File: config.mk
export PLATFORM = sky130hd
export DESIGN_NAME = perf_event_counter
export DESIGN_NICKNAME = d
export VERILOG_FILES = /design/src/rtl/perf_event_counter.sv
export SDC_FILE = /design/constraint.sdc
export NUM_CORES = 1
export LEC_CHECK = 0
export BUFFER_PORTS_ARGS = -buffer_cell sky130_fd_sc_hd__buf_2
export CAP_MARGIN = 20
export CELL_PAD_IN_SITES_DETAIL_PLACEMENT = 1
export CELL_PAD_IN_SITES_GLOBAL_PLACEMENT = 1
export CORE_MARGIN = 2
export CORE_UTILIZATION = 43
export CTS_CLUSTER_DIAMETER = 60
export DETAILED_ROUTE_END_ITERATION = 8
export HOLD_SLACK_MARGIN = 0.1
export PLACE_DENSITY = 0.73
export SYNTH_ARGS = -nofsm -noshare
export SYNTH_HDL_FRONTEND = slang
export SYNTH_SLANG_ARGS = --single-unit
File: constraint.sdc
create_clock -name clk_i -period 3.4 [get_ports clk_i]
set_clock_uncertainty 0.05 [all_clocks]
set_input_delay 0.17 -clock clk_i [delete_from_list [all_inputs] [get_ports clk_i]]
set_output_delay 0.17 -clock clk_i [all_outputs]
set_load 0.05 [all_outputs]
File: src/rtl/perf_event_counter.sv
// Bank of per-channel performance-event counters with a snapshot shadow bank
// and a one-cycle-latency read port for debug and testbench access.
module perf_event_counter #(
   parameter int                NUM_CH    = 8,
   parameter int                CNT_W     = 32,
   parameter bit                SAT_EN    = 1'b1,
   parameter logic [NUM_CH-1:0] EDGE_MASK = {NUM_CH{1'b0}},
   localparam int               SEL_W     = (NUM_CH > 1) ? $clog2(NUM_CH) : 1
) (
   input  logic              clk_i,
   input  logic              rst_i,
   input  logic              start_i,
   input  logic [NUM_CH-1:0] event_i,
   input  logic              freeze_i,
   input  logic              clear_i,
   input  logic              snap_i,
   input  logic              rd_en_i,
   input  logic [SEL_W-1:0]  rd_sel_i,
   output logic [CNT_W-1:0]  rd_data_o,
   output logic              rd_valid_o,
   output logic [NUM_CH-1:0] ovf_o,
   output logic              any_ovf_o
);

   typedef enum logic {
      RD_IDLE = 1'b0,
      RD_RESP = 1'b1
   } rdState_t;

   logic [CNT_W-1:0]  r_cnt    [NUM_CH];
   logic [CNT_W-1:0]  r_shadow [NUM_CH];
   logic [NUM_CH-1:0] r_prev;
   logic [NUM_CH-1:0] r_ovf;
   logic [CNT_W-1:0]  r_rdData;
   rdState_t          r_rdState;
   rdState_t          w_rdStateNext;

   logic [NUM_CH-1:0] w_hit;
   logic [NUM_CH-1:0] w_inc;
   logic [CNT_W-1:0]  w_rdShadow;

   // Edge channels only see a hit on a 0->1 transition; level channels on every high cycle.
   always_comb begin
      w_hit = event_i & ~(r_prev & EDGE_MASK);
      w_inc = {NUM_CH{start_i & ~freeze_i & ~clear_i}} & w_hit;
   end

   // History tracks the raw strobe every cycle so a held level is never re-counted after gating lifts.
   always_ff @(posedge clk_i or negedge rst_i) begin
      if (!rst_i) begin
         r_prev <= '0;
      end else begin
         r_prev <= event_i;
      end
   end

   always_ff @(posedge clk_i or negedge rst_i) begin
      if (!rst_i) begin
         r_ovf <= '0;
         for (int ch = 0; ch < NUM_CH; ch++) begin
            r_cnt[ch] <= '0;
         end
      end else begin
         for (int ch = 0; ch < NUM_CH; ch++) begin
            if (clear_i) begin
               r_cnt[ch] <= '0;
               r_ovf[ch] <= 1'b0;
            end else if (w_inc[ch]) begin
               if (&r_cnt[ch]) begin
                  r_ovf[ch] <= 1'b1;
                  if (!SAT_EN) begin
                     r_cnt[ch] <= '0;
                  end
               end else begin
                  r_cnt[ch] <= r_cnt[ch] + CNT_W'(1);
               end
            end
         end
      end
   end

   // Shadow takes the pre-update live values, so a same-cycle increment or clear is not visible.
   always_ff @(posedge clk_i or negedge rst_i) begin
      if (!rst_i) begin
         for (int ch = 0; ch < NUM_CH; ch++) begin
            r_shadow[ch] <= '0;
         end
      end else if (snap_i) begin
         for (int ch = 0; ch < NUM_CH; ch++) begin
            r_shadow[ch] <= r_cnt[ch];
         end
      end
   end

   always_comb begin
      w_rdShadow = '0;
      if (32'(rd_sel_i) < NUM_CH) begin
         w_rdShadow = r_shadow[rd_sel_i];
      end
   end

   always_ff @(posedge clk_i or negedge rst_i) begin
      if (!rst_i) begin
         r_rdState <= RD_IDLE;
      end else begin
         r_rdState <= w_rdStateNext;
      end
   end

   always_comb begin
      w_rdStateNext = r_rdState;
      case (r_rdState)
         RD_IDLE: begin
            if (rd_en_i) begin
               w_rdStateNext = RD_RESP;
            end
         end
         RD_RESP: begin
            if (!rd_en_i) begin
               w_rdStateNext = RD_IDLE;
            end
         end
         default: w_rdStateNext = RD_IDLE;
      endcase
   end

   // Data only moves on a request so it holds its last value between responses.
   always_ff @(posedge clk_i or negedge rst_i) begin
      if (!rst_i) begin
         r_rdData <= '0;
      end else if (rd_en_i) begin
         r_rdData <= w_rdShadow;
      end
   end

   assign rd_data_o  = r_rdData;
   assign rd_valid_o = (r_rdState == RD_RESP);
   assign ovf_o      = r_ovf;
   assign any_ovf_o  = |r_ovf;

endmodule

After elaboration in Yosys (flattened, before gate mapping) --
Index checks and enable logic that the tools add are counted.
Operators by class: $lt $le $gt $ge 1, muxes and demuxes 52, bitwise logic cells 6, eq/ne operators 8, add/sub/neg operators 8, reduce and logical (&&, ||, !) cells 41
Operator list (count):
- $mux W32 | 26
- $add A32 B1 Y32 const B | 8
- $reduce_and A32 Y1 | 8
- $bmux W32 S3 | 1
- $reduce_and A2 Y1 | 16
- $reduce_bool A2 Y1 | 16
- $mux W1 | 25
- $ne A2 B2 Y1 const B | 8
- $and A8 B8 Y8 | 1
- $reduce_or A8 Y1 | 1
- $ge A4 B4 Y1 const B | 1
- $not A3 Y4 | 1
- $and A1 B1 Y1 | 2
- $not A1 Y1 | 2
Storage, ports and cells: input bits 18, register bits 553, output and inout port bits 42

Logic depth before layout (Yosys ltp) --
Gate-level depths: netlist of the first run.
depth after elaboration 6, gate-level depth with buffers 9, depth with buffers taken out 6

Least setup slack after synthesis of the first run --
OpenSTA, ideal clock, no wires.
kind register to register, from register r_cnt[128] in the netlist's numbering, to register r_cnt[158] in the netlist's numbering, setup slack 0.953 ns, cell stages (with the launch flop) 8, data required time 3.272 ns, arrival 2.319 ns, clock period less this slack 2.447 ns, cells stage by stage dfrtp_1 -> ha_1 -> nand4_1 -> or4_1 -> clkbuf_1 -> or3_1 -> or4_1 -> a21oi_1
Between the ends: word-level cells in the longest chain between the ends 4
RTL lines:
- start: declaration | line 30 | logic [CNT_W-1:0] r_cnt [NUM_CH];
- start signal: indexed assignment | line 75 | r_cnt[ch] <= r_cnt[ch] + CNT_W'(1);
- $add A32 B1 Y32 | line 75
- $mux W32 | line 69 | if (&r_cnt[ch]) begin
- $mux W32 | line 68 | end else if (w_inc[ch]) begin
- $mux W32 | line 65 | if (clear_i) begin
Parallel ways exist; a longest one is shown, timed or not. The select of a mux whose other input is x is not followed. A chain may end at the register's enable or synchronous reset.

Worst setup path after layout of the first run --
from register r_cnt[3] in the netlist's numbering, to register r_cnt[13] in the netlist's numbering
Same word-level chain as after synthesis.

==> results of run 1 <==
[cells in the mapped netlist, types with 5 or more instances]
cell / n
nand4_1: 78
ha_1: 8
nor2b_1: 21
a31oi_1: 9
o311ai_0: 5
dfrtp_1: 553
o31a_1: 6
nor3_1: 23
a211oi_1: 14
inv_1: 24
xor2_1: 19
mux4_2: 64
clkbuf_1: 112
o2111ai_1: 7
or4_1: 70
mux2_2: 276
nand2_1: 100
o21ai_0: 89
nand3_1: 84
o31ai_1: 61
o21a_1: 16
xnor2_1: 34
nand3b_1: 11
nor2_1: 155
buf_2: 9
and2_1: 10
and3b_1: 6
a31o_2: 9
or2_2: 13
nor4_1: 43
a21oi_1: 196
buf_1: 16
or3_1: 98
o211ai_1: 8
and3_1: 26
mux2i_1: 41
and4_1: 31
[sequential cells by signal, summed over array words and instances, names as in the netlist]
register / cells
r_cnt: 256
r_shadow: 256
rd_data_o: 32
ovf_o: 8
rd_valid_o: 1
[layout by cell type (no fill, tap or decap), types with 10 or more instances in the layout]
master     instances
or4_1             70
o21a_1            16
nand3b_1          11
inv_1             24
a211oi_1          14
clkbuf_16         61
nand4_1           78
or3_1             98
xnor2_1           34
mux4_2            64
buf_4             43
mux2i_1           41
and4_1            31
nand2_1          100
xor2_1            19
nor3_1            23
nor2b_1           21
mux2_2           276
clkbuf_1          18
clkinv_2          10
buf_12            11
clkbuf_8          12
dfrtp_1          553
o21ai_0           89
or2_2             13
o31ai_1           61
nor4_1            42
buf_2             56
a21oi_1          196
and3_1            26
and2_1            10
nand3_1           84
nor2_1           155
[power by group through the flow]
stage,combinational (µW),clock (µW),sequential [µW]
2_1_floorplan,314,0,6870
3_3_place_gp,715,0,6770
3_5_place_dp,733,0,6780
4_1_cts,745,6650,6660
5_1_grt,800,6900,6660
6_report,736,6530,6660
[cells by family after synthesis]
family | share of synthesized area, %
flops | 51.2
xor+xnor | 1.72
compound gates | 9.71
simple gates | 16.3
mux | 18.4
fa+ha+maj | 0.371
buf+inv | 2.29
[metrics by stage]
stage / hold WS [ns] / worst slack, ns / cell area, µm² / instances
5_1_grt: 0.148 / 0.372 / 30400 / 3307
2_1_floorplan: -0.176 / 0.953 / 27000 / 2382
4_1_cts: 0.106 / 0.389 / 30400 / 3304
6_report: 0.118 / 0.586 / 30400 / 3308
3_5_place_dp: 0.0678 / 0.484 / 28400 / 3192
3_3_place_gp: 0.0658 / 0.601 / 28400 / 3192
[worst register-to-register path: stages, from the launching register on]
cell     delay, ns
dfrtp_1       0.46
nand4_1       0.32
or4_1         0.69
o31ai_2       0.71
nor4_1        0.13
mux2_2        0.32
[layer usage]
layer  vias up  wire, µm
li1       9085         -
met5         -         0
met3       149      5240
met4         0      2600
met2       568     38500
met1     10822     35900
[final cells by class]
cell class                      count  area [µm²]
Timing Repair Buffer              117         907
Multi-Input combinational cell   1667       12600
Inverter                           25        93.8
Sequential cell                   553       13800
Clock inverter                     18         184
Tap cell                          837        1050
Antenna cell                        1        2.50
Clock buffer                       90        1750
Fill cell                        6570       31500
[path summary, 6_finish.rpt]
check	start	end	slack, ns	cells past startpoint
setup / recovery	r_cnt[3]$_DFFE_PN0P_	r_cnt[13]$_DFFE_PN0P_	0.59	5
hold / removal	snap_i	r_shadow[105]$_DFFE_PN0P_	0.12	2
setup reg to reg	r_cnt[3]$_DFFE_PN0P_	r_cnt[13]$_DFFE_PN0P_	0.59	5
hold reg to reg	r_shadow[66]$_DFFE_PN0P_	r_shadow[66]$_DFFE_PN0P_	0.45	1
max in group asynchronous	rst_i	r_shadow[57]$_DFFE_PN0P_	2.33	3
min in group asynchronous	rst_i	r_cnt[14]$_DFFE_PN0P_	0.13	3
==> summary.md, run 1 <==
| Metric | Value |
|---|---|
| Largest stage delay on the critical path | 0.71 ns |
| Pre-antenna DRT Iters | 5 |
| Die Y | 255 µm |
| Slew @ Worst Pin | 0.995 ns |
| Critical path fanouts, max | 10 |
| Global-route wire length before repair | 129,000 µm |
| Vias per cell | 6.23 |
| Crit Path Category | flop to flop |
| CTS root buffer | clkbuf_16 |
| Pwr dens | 458 nW/µm² |
| Largest net degree at the start of global routing | 148 |
| Worst path slowest cell | o31ai_2 |
| Switch share | 24.1% |
| Crit-path cells | nand4_1 > or4_1 > o31ai_2 > nor4_1 > mux2_2 |
| Tot Pwr | 13,900 µW |
| Max-cap violations | 0 |
| Syn nets | 2,408 |
| Number of H-tree levels | 2 |
| Synth warn | 0 |
| # rows | 91 |
| Post-CTS setup buffer count | 0 |
| Routed via count | 20,624 |
| Logic pwr share | 5.3% |
| Seq pwr share | 47.8% |
| CTS Hold Bufs | 4 |
| Synth unique cells | 57 |
| Part of the power in the clock network | 46.9% |
| Initial Util | 43.6% |
| Area growth syn-to-layout | 12.5% |
| Core region area | 61,900 µm² |
| M1 GR Usage | 35.8% |
| Synth top area share | 51.2% |
| Tmin final | 2.81 ns |
| Clk_lat worst skew | 0.66 ns |
| Chip width | 255 µm |
| Layout cells sized above 1 | 23.2% |
| Crit path DAT | 3.28 ns |
| # port buffers | 59 |
| Clock-pin slew on the worst setup and hold paths | 0.06 ns |
| Fin Setup TNS | 0 ns |
| Instance count of the mapped netlist | 2,382 |
| Vias in the first global route | 21,524 |
| Largest cells by area after synthesis | dfrtp_1 (51%), mux2_2 (12%), mux4_2 (5.3%), a21oi_1 (3.6%), or3_1 (2.3%) |
| Max-slew violations | 0 |
| GPL Wtd Cong | 0.887 |
| GR Layer Usage met3 | 5.17% |
| Dpl hpwl | 56,800 µm |
| Global Route met2 Usage | 40.9% |
| P_sw | 3350 µW |
| Fin. Hold Viols | 0 |
| DRT antenna net count | 0 |
| Yosys top cell by area | dfrtp_1 |
| Initial antenna violation count | 0 |
| Slew headroom | 32.8% |
| Setup-failing EPs final | 0 |
| Peak VDD IR | 0.000355 V |
| Critical path buffer and inverter count | 0 |
| GR Util All Layers | 25.9% |
| Critical Path Sink Type | flop |
| Post-layout util | 49.1% |
| Run status | completed |
| Synthesized area per cell | 11.3 µm² |
| CTS tree | yes |
| Iteration-0 DRC Markers | 1,629 |
| # DRC | 0 |
| Gr busiest metal | met2 |
| Post-cts resize count | 0 |
| Asr flop ratio synth | 100% |
| Leakage | 0.0130 µW |
| Total Wirelength | 82,200 µm |
| Critical Path RT | 3.87 ns |
| Total CTS buffers | 60 |
| F_max | 0.355 GHz |
| Clk sinks | 553 |
| Ports | 60 |
| Kind of cell adding the most delay to the critical path | simple AND/OR/NAND/NOR gates |
| Internal Power | 10,600 µW |
| Synth Register Bits | 553 |
| Routed len/inst | 24.8 µm |
| Total grt overflow | 0 |
| RSZ-0062 raised after global routing | no |
| Synth Flop Type | dfrtp_1 |
| Final worst-path cycle share | 82.8% |
| Worst setup SP type | flop |
| Post-synthesis sequential area ratio | 51.2% |
| Final layout net count | 2,450 |
| Post-Syn Area | 27,000 µm² |
| Die ar. | 64,800 µm² |
| EDFF count, synth | 0 |
| CTS max path bufs | 3 |
| Worst min-delay path class | primary input to flop |
Note: power is estimated with default switching activity, not from simulation.
==> inputs of run 2 (changes only) <==
==> constraint.sdc (replaced) <==
create_clock -name clk_i -period 2.7 [get_ports clk_i]
set_clock_uncertainty 0.05 [all_clocks]
set_input_delay 0.135 -clock clk_i [delete_from_list [all_inputs] [get_ports clk_i]]
set_output_delay 0.135 -clock clk_i [all_outputs]
set_load 0.05 [all_outputs]
==> run 2 against run 1 <==
  * Via count grew 1.2%
  * Combinational power grew 31%
  * Sequential cell count is the same
  * Setup slack lost 0.46 ns
  * Sequential power grew 26%
  * Total power grew 26%
  * Cell area grew 1.6%
  * Largest power group unchanged
  * Highest routed layer unchanged
==> summary.md, run 2 (synthesis results as in run 1) <==
| Metric | Value |
|---|---|
| Fin worst setup slack | 0.126 ns (-0.460 ns) |
| Crit Path Category | flop to flop |
| Pwr dens | 566 nW/µm² (+24%) |
| Clk_lat worst skew | 0.62 ns (-0.04 ns) |
| Global-route wire length before repair | 129,000 µm (+0.15%) |
| F_max | 0.388 GHz (+9.3%) |
| Final Cell Area | 30,900 µm² (+1.6%) |
| Layout cells sized above 1 | 25.1% (+1.9 points) |
| Worst path slowest cell | dfrtp_1 |
| Leakage | 0.0133 µW (+2.3%) |
| Worst setup SP type | flop |
| CTS tree | yes |
| Final worst-path cycle share | 95.3% (+13 points) |
| Part of the power in the clock network | 46.6% (-0.3 points) |
| Placed standard-cell area | 28,800 µm² (+1.6%) |
| GPL Wtd Cong | 0.893 (+0.71%) |
| Most common cell after layout, fill and taps aside | dfrtp_1 |
| Initial antenna violation count | 1 (+1) |
| Peak VDD IR | 0.000434 V (+22%) |
| Iteration-0 DRC Markers | 1,692 (+3.9%) |
| Fillers | 6,622 (+0.79%) |
| RSZ-0062 raised after global routing | no |
| Die Y | 255 µm (unchanged) |
| # DRC | 0 (unchanged) |
| Number of H-tree levels | 2 (unchanged) |
| Largest net degree at the start of global routing | 104 (-30%) |
| Routed via count | 20,872 (+1.2%) |
| Fin. Hold Viols | 0 (unchanged) |
| P_sw | 4170 µW (+24%) |
| Internal Power | 13,300 µW (+26%) |
| Largest stage delay on the critical path | 0.48 ns (-0.23 ns) |
| Total grt overflow | 0 (unchanged) |
| Critical path fanouts, max | 25 (+15) |
| Slew headroom | 42.7% (+9.9 points) |
| Core region area | 61,900 µm² (unchanged) |
| Logic pwr share | 5.5% (+0.2 points) |
| Area growth syn-to-layout | 14.3% |
| Pre-antenna DRT Iters | 5 (unchanged) |
| Crit-path cells | ha_1 > nand4_1 > or3_1 > nor4_4 > buf_6 > nor4_1 > mux2_2 |
| Slew @ Worst Pin | 0.849 ns (-0.146 ns) |
| Fin Setup TNS | 0 ns (unchanged) |
| Crit path DAT | 3.03 ns (-0.25 ns) |
| # port buffers | 59 (unchanged) |
| CTS max path bufs | 3 (unchanged) |
| Initial Util | 43.6% (unchanged) |
| Seq pwr share | 47.9% (about the same) |
| Max-slew violations | 0 (unchanged) |
| DRT antenna net count | 0 (unchanged) |
| Die ar. | 64,800 µm² (unchanged) |
| Worst min-delay path class | primary input to async pin |
| Setup-failing EPs final | 0 (unchanged) |
| Tmin final | 2.57 ns (-0.240 ns) |
| Ports | 60 (unchanged) |
| Total CTS buffers | 61 (+1.7%) |
| # rows | 91 (unchanged) |
| Clk sinks | 553 (unchanged) |
| Total Wirelength | 83,000 µm (+0.92%) |
| Dpl ws | 0.196 ns (-0.288 ns) |
| Critical Path RT | 3.16 ns (-0.71 ns) |
| Switch share | 23.8% (-0.23 points) |
| Dpl hpwl | 58,300 µm (+2.6%) |
| CTS root buffer | clkbuf_16 |
| Critical Path Sink Type | flop |
| N_diodes | 0 (-1) |
| Vias in the first global route | 21,690 (+0.77%) |
| Post-CTS setup buffer count | 0 (unchanged) |
| Clock-pin slew on the worst setup and hold paths | 0.06 ns (about the same) |
| Most frequent cells in the layout | dfrtp_1 (553), mux2_2 (276), a21oi_1 (196) |
| GR Util All Layers | 25.9% (+0.073 points) |
| Run status | completed |
| Final layout net count | 2,506 (+2.3%) |
| Max-cap violations | 0 (unchanged) |
| Vias per cell | 6.21 (-0.42%) |
| Routed len/inst | 24.7 µm (-0.70%) |
| Chip width | 255 µm (unchanged) |
run 2: cell types whose count changed in the layout (fill, tap and decap cells not counted), sizes merged:
cell	delta
inv	-3
bufinv	-2
clkbuf	+3
dlygate4sd3	+2
diode	-1
buf	+53
clkinv	+2
run 2: power groups by stage:
stage	logic, µW	clock network [µW]	registers [µW]
global placement	929	0	8530
CTS	973	8310	8380
detailed placement	954	0	8530
finish	964	8150	8380
global route	1040	8640	8380
floorplan	395	0	8650
run 2: layout make-up:
type | count | area, µm² | share of cell area, %
Timing Repair Buffer | 172 | 1380 | 4.47
Inverter | 25 | 93.8 | 0.304
Sequential cell | 553 | 13800 | 44.8
Clock buffer | 93 | 1830 | 5.91
Tap cell | 837 | 1050 | 3.39
Multi-Input combinational cell | 1667 | 12600 | 40.8
Clock inverter | 15 | 108 | 0.348
run 2: per-stage QoR:
step                      power [µW]  util (%)  hold slack, ns  std cells
after floorplan                 9050         -          -0.211       2382
after global placement          9460      46.5         0.00424       3246
after detailed placement        9490      46.5         0.00861       3246
after CTS                      17700      49.8           0.102       3360
after global routing           18100      49.9           0.132       3362
final                          17500      49.9           0.122       3362
run 2: metal layers:
| layer | share of wire, % | track usage (%) | vias up |
|---|---|---|---|
| li1 | - | - | 9207 |
| met2 | 46 | 40.2 | 563 |
| met4 | 3.9 | 9.56 | 0 |
| met3 | 5.0 | 4.49 | 151 |
| met1 | 45 | 36.7 | 10951 |
| met5 | 0 | 0 | - |
run 2: what timing repair did:
action,in CTS,in global routing
resized for setup,0,5
hold endpoints to repair,631,12
setup endpoints to repair,0,9
hold buffers,6,1
run 2: final timing paths:
check	startpoint	to	slack, ns	cells past startpoint
worst max-delay path	r_cnt[33]$_DFFE_PN0P_	r_cnt[48]$_DFFE_PN0P_	0.13	7
worst min-delay path	rst_i	r_cnt[161]$_DFFE_PN0P_	0.12	3
worst max register to register	r_cnt[33]$_DFFE_PN0P_	r_cnt[48]$_DFFE_PN0P_	0.13	7
worst min register to register	r_shadow[3]$_DFFE_PN0P_	r_shadow[3]$_DFFE_PN0P_	0.45	1
max in group asynchronous	rst_i	r_shadow[44]$_DFFE_PN0P_	1.87	3
min in group clk_i	rd_sel_i[2]	rd_data_o[29]$_DFFE_PN0P_	0.15	3
run 2: critical path: cells and delay by family (launching register included):
| family | cells | cell delay, ns |
|---|---|---|
| fa+ha+maj | 1 | 0.34 |
| buf+inv | 1 | 0.25 |
| simple gates | 4 | 1.03 |
| mux | 1 | 0.30 |
| flops | 1 | 0.48 |
